--- config.mk ---
export PLATFORM = sky130hd
export DESIGN_NAME = mult_seq
export DESIGN_NICKNAME = d
export VERILOG_FILES = /design/src/rtl/mult_pkg.sv /design/src/rtl/mult_cnt.sv /design/src/rtl/mult_seq.sv
export SDC_FILE = /design/constraint.sdc
export NUM_CORES = 1
export LEC_CHECK = 0
export CAP_MARGIN = 20
export CORE_MARGIN = 1.5
export CORE_UTILIZATION = 44
export CTS_BUF_LIST = sky130_fd_sc_hd__clkbuf_8
export CTS_CLUSTER_DIAMETER = 50
export DETAILED_ROUTE_END_ITERATION = 10
export PLACE_DENSITY = 0.83
export SLEW_MARGIN = 20
export SYNTH_ARGS = -nofsm -noshare
export SYNTH_HDL_FRONTEND = slang
export SYNTH_HIERARCHICAL = 1
export SYNTH_SLANG_ARGS = --single-unit
--- constraint.sdc ---
create_clock -name clock -period 1.5 [get_ports clock]
set_input_delay 0.375 -clock clock [delete_from_list [all_inputs] [get_ports clock]]
set_output_delay 0.375 -clock clock [all_outputs]
set_load 0.01 [all_outputs]
--- src/rtl/mult_pkg.sv ---
// Shared types and constants for the sequential shift-add multiplier controller.
package mult_pkg;

  localparam int unsigned MULT_N_DEFAULT = 8;

  typedef enum logic [1:0] {
    IDLE = 2'd0,
    LOAD = 2'd1,
    RUN  = 2'd2,
    DONE = 2'd3
  } state_e;

  // Step counter must hold n-1 for any n, including powers of two.
  function automatic int unsigned cnt_width(input int unsigned width);
    return $clog2(width) + 1;
  endfunction

endpackage

--- src/rtl/mult_cnt.sv ---
// Step counter for the multiplier sequencer: clear, enable, terminal count at n-1.
module mult_cnt
  import mult_pkg::*;
#(
  parameter int unsigned n  = MULT_N_DEFAULT,
  parameter int unsigned CW = cnt_width(n)
) (
  input  logic clock,
  input  logic reset,
  input  logic clear,
  input  logic enable,
  output logic tc
);

  logic [CW-1:0] count_q;
  logic [CW-1:0] count_d;

  always_comb begin
    count_d = count_q;
    if (clear) begin
      count_d = '0;
    end else if (enable) begin
      count_d = count_q + 1'b1;
    end
  end

  // NOTE: state is written with <= so every flop samples pre-edge values; reset is synchronous here.
  always_ff @(posedge clock) begin
    if (reset) begin
      count_q <= '0;
    end else begin
      count_q <= count_d;
    end
  end

  assign tc = (count_q == CW'(n - 1));

endmodule

--- src/rtl/mult_seq.sv ---
// Sequencer for an n-bit shift-add multiplier: drives the A/Q stage and captures its product.
// Optional sticky overrun output is enabled by defining MULT_SEQ_OVERRUN_EN.
module mult_seq
  import mult_pkg::*;
#(
  parameter int unsigned n = MULT_N_DEFAULT
) (
  input  logic           clock,
  input  logic           reset,
  input  logic           start,
  input  logic [2*n-1:0] AQ,
  input  logic           ack,
  output logic           resetout,
  output logic           ready,
  output logic           busy,
  output logic [2*n-1:0] product,
`ifdef MULT_SEQ_OVERRUN_EN
  output logic           valid,
  output logic           overrun
`else
  output logic           valid
`endif
);

  state_e         state_q,    state_d;
  logic           resetout_q, resetout_d;
  logic           ready_q,    ready_d;
  logic           busy_q,     busy_d;
  logic [2*n-1:0] product_q,  product_d;
  logic           valid_q,    valid_d;
  logic           cnt_tc;

  mult_cnt #(.n(n)) u_cnt (
    .clock  (clock),
    .reset  (reset),
    .clear  (state_q == LOAD),
    .enable (state_q == RUN),
    .tc     (cnt_tc)
  );

  // NOTE: every variable gets a default before the case so no latch is inferred.
  always_comb begin
    state_d   = state_q;
    product_d = product_q;
    valid_d   = valid_q;

    case (state_q)
      IDLE:    if (start) state_d = LOAD;
      LOAD:    state_d = RUN;
      RUN:     if (cnt_tc) state_d = DONE;
      DONE:    state_d = IDLE;
      default: state_d = IDLE;
    endcase

    // A capture in DONE outranks a simultaneous acknowledge.
    if (state_q == DONE) begin
      product_d = AQ;
      valid_d   = 1'b1;
    end else if (valid_q && ack) begin
      valid_d = 1'b0;
    end

    // Outputs are registered from the next state so they line up with it.
    resetout_d = (state_d == LOAD);
    ready_d    = (state_d != RUN);
    busy_d     = (state_d != IDLE);
  end

  always_ff @(posedge clock) begin
    if (reset) begin
      state_q    <= IDLE;
      resetout_q <= 1'b0;
      ready_q    <= 1'b1;
      busy_q     <= 1'b0;
      product_q  <= '0;
      valid_q    <= 1'b0;
    end else begin
      state_q    <= state_d;
      resetout_q <= resetout_d;
      ready_q    <= ready_d;
      busy_q     <= busy_d;
      product_q  <= product_d;
      valid_q    <= valid_d;
    end
  end

`ifdef MULT_SEQ_OVERRUN_EN
  logic overrun_q, overrun_d;

  always_comb begin
    overrun_d = overrun_q | ((state_q == DONE) && valid_q && !ack);
  end

  always_ff @(posedge clock) begin
    if (reset) begin
      overrun_q <= 1'b0;
    end else begin
      overrun_q <= overrun_d;
    end
  end

  assign overrun = overrun_q;
`endif

  assign resetout = resetout_q;
  assign ready    = ready_q;
  assign busy     = busy_q;
  assign product  = product_q;
  assign valid    = valid_q;

endmodule

==> metrics.md, run 1 <==
| Metric | Value |
|---|---|
| First-pass GRT wire length | `3390 um` |
| Number of fillers in the final layout | `195` |
| Total CTS buffers | `3` |
| Skew final | `0.00348 ns` |
| Crit path DAT | `1.56 ns` |
| Via Count | `817` |
| Io pins | `40` |
| CTS tree | `yes` |
| CP Class | `flip-flop to flip-flop` |
| Crit. End Element | `flip-flop` |
| Vias in the first global route | `around 780` |
| Post-synth cell types | `24` |
| Core Util, Final | `0.680` |
| Area delta synth->final | `46.9%` |
| Period Utilization, post-route | `0.928` |
| Pwr/cell area | `1300 nW/um2` |
| Post-synth top area share | `0.513` |
| Initial Util | `0.463` |
| Drt drc | `0` |
| Antenna Cells | `0` |
| Sequential fraction of the synthesis area | `0.513` |
| Detailed Place HPWL | `1520 um` |
| Relative slew slack | `0.797` |
| Peak fanout along the critical path | `5` |
| Via density | `4.86` |
| Largest area contributor in the netlist | `dfxtp_1` |
| WL/cell | `between 10 and 15 um` |
| Ys Warns | `6` |
| Htree depth | `1` |
| Clock tree root driver cell | `clkbuf_8` |
| Cell with the most instances after synthesis | `dfxtp_1` |
| Setup violations, final | `0` |
| Post-synth EDFFs | `0` |
| Overall Global Routing Usage | `0.173` |
| Synth Flop Type | `dfxtp_1` |
| Die area | `2600 um2` |
| # port buffers | `39` |
| Row count | `17` |
| Worst skew pair latency | `~0.27 ns` |
| Crit path time final | `1.39 ns` |
| Critical path's largest stage delay | `0.37 ns` |
| Initial DRC Count | `8` |
| Ranking of synthesized cells by area | `dfxtp_1 51%, mux2i_1 18%, nor2_1 7.8%` |
| Reg area | `522 um2` |
| Initial antenna violation count | `0` |
| Startpoint types | `flip-flop` |
| Multi-input logic area | `464 um2` |
| Mapped Area | `1010 um2` |
| Leak pwr | `about 0.64 nW` |
| Pre-antenna DRT Iters | `4` |
| Cell count after synthesis | `96` |
| Seq cells post-synth | `26` |
| Status | `completed` |
| Detail Route Antenna Nets | `0` |
| Worst-Margin Slew | `0.300 ns` |
| F_max | `just over 0.7 GHz` |
| Min-Delay Path Class | `flip-flop to flip-flop` |
| RSZ-0062 raised after global routing | `no` |
| Critical-path top delay cell | `dfxtp_2` |
| Cell Chain, Critical Path | `inv_1, ha_1, mux2i_2, a2111oi_2` |
| Share of cells above drive strength 1 | `0.100` |
| Die X | `51.0 um` |
| Core Area | `2190 um2` |
| Maxcap violations | `0` |
| Worst path required time | `~1.7 ns` |
| Nets | `166` |
| Die height | `51.0 um` |
| Syn Area/Cell | `10.6 um2` |
| Synth top cells by count | `26 x dfxtp_1, 21 x nor2_1, 18 x mux2i_1` |
| Final GP Congestion | `0.755` |
| Pin count of the biggest net entering global routing | `19` |
| Max VDD drop | `1.01 mV` |
| Fraction of registers with async set/reset | `0` |
| Syn Nets | `about 120` |
| Setup TNS | `0 ns` |
| DRT Wirelength | `2040 um` |
| Total clock sinks | `26` |
| Post-cts hold buffer count | `0` |
| Final Slew Violations | `0` |
| Setup repair bufs after CTS | `0` |
| Hold Vio Cnt, Final | `0` |
| Clk buf depth | `2` |
| Clock transition at the registers of the reported paths | `around 0.080 ns` |
| Total grt overflow | `0` |
-- kinds of logic after synthesis --
kind of cell / Yosys count / synth area share
adder cells (fa/ha/maj): 5 / 0.0617
multiplexers: 19 / 0.189
buffers and inverters: 7 / 0.0333
flip-flops: 26 / 0.513
AO/OA/AOI/OAI: 7 / 0.0555
XOR/XNOR: 1 / 0.00863
AND/OR/NAND/NOR: 31 / 0.139
-- layout make-up --
| class | count | area share |
|---|---|---|
| inverters | 3 | 0.00756 |
| multi-input cells | 63 | 0.312 |
| flip-flops and latches | 26 | 0.350 |
| clock buffers | 4 | 0.0369 |
| well taps | 28 | 0.0235 |
| repair buffers | 44 | 0.270 |
-- path summary, 6_finish.rpt --
path / from / endpoint / slack, ns / cells past startpoint
max: state_q[0]$_SDFF_PP0_ / resetout$_SDFF_PP0_ / 0.11 / 4
max reg2reg: state_q[0]$_SDFF_PP0_ / resetout$_SDFF_PP0_ / 0.11 / 4
min: valid$_SDFFE_PP0P_ / valid$_SDFFE_PP0P_ / 0.48 / 2
min reg2reg: valid$_SDFFE_PP0P_ / valid$_SDFFE_PP0P_ / 0.48 / 2
-- worst max-delay path, delay by kind of cell (launching register included) --
kind	cells	cell delay, ns
compound gates	1	0.35
fa+ha+maj	1	0.27
buf+inv	1	0.11
flops	1	0.37
mux	1	0.20
-- sequential cells by signal, summed over array words and instances, names as in the netlist --
name,count
busy,1
resetout,1
valid,1
state_q,2
product,16
u_cnt/count_q,4
ready,1
-- metrics by stage --
step                      total power [W]  worst slack [ns]  area (um2)  instances  hold slack [ns]
after global placement            0.00152            0.0910        1460        164            0.461
after global routing              0.00206           0.00242        1490        168            0.517
after floorplan                   0.00127             0.186        1010         96            0.458
after detailed placement          0.00155            0.0240        1460        164            0.480
final                             0.00193             0.109        1490        168            0.482
after CTS                         0.00194            0.0359        1490        168            0.496
-- metal layers --
layer  share of wire  vias up  GRT usage
met2            0.47       35      0.310
met4           0.012        0     0.0541
met5               0        -          0
met3           0.077        3     0.0409
met1            0.44      367      0.202
li1                -      412          -
-- report_power, final --
part | total, W | internal [W] | leakage [nW] | switching, W
sequential | 0.000847 | 0.000795 | 0.211 | 0.0000517
clock | 0.000441 | 0.000234 | 0.0288 | 0.000207
combinational | 0.000645 | 0.000324 | 0.402 | 0.000321
-- placed cells by master, fill, tap and decap left out, types with 2 or more instances in the layout --
cell type / instances
a211oi_1: 2
mux2i_1: 17
clkbuf_8: 4
dlygate4sd2_1: 20
a21oi_1: 2
inv_1: 3
nor2_1: 21
clkdlybuf4s50_1: 19
dfxtp_1: 25
buf_4: 5
nor3_1: 2
ha_1: 5
-- repair_timing --
action	in CTS	in global routing
gates cloned	0	0
gates resized for setup	20	2
pin swaps	0	0
endpoints found under the setup margin	20	4
(Power assumes the default switching activity.)
==> inputs of run 2 (changes only) <==
CTS_CLUSTER_DIAMETER = 80   (was 50)
==> results of run 2 <==
Final layout, timing and power as in run 1 (identical DEF).
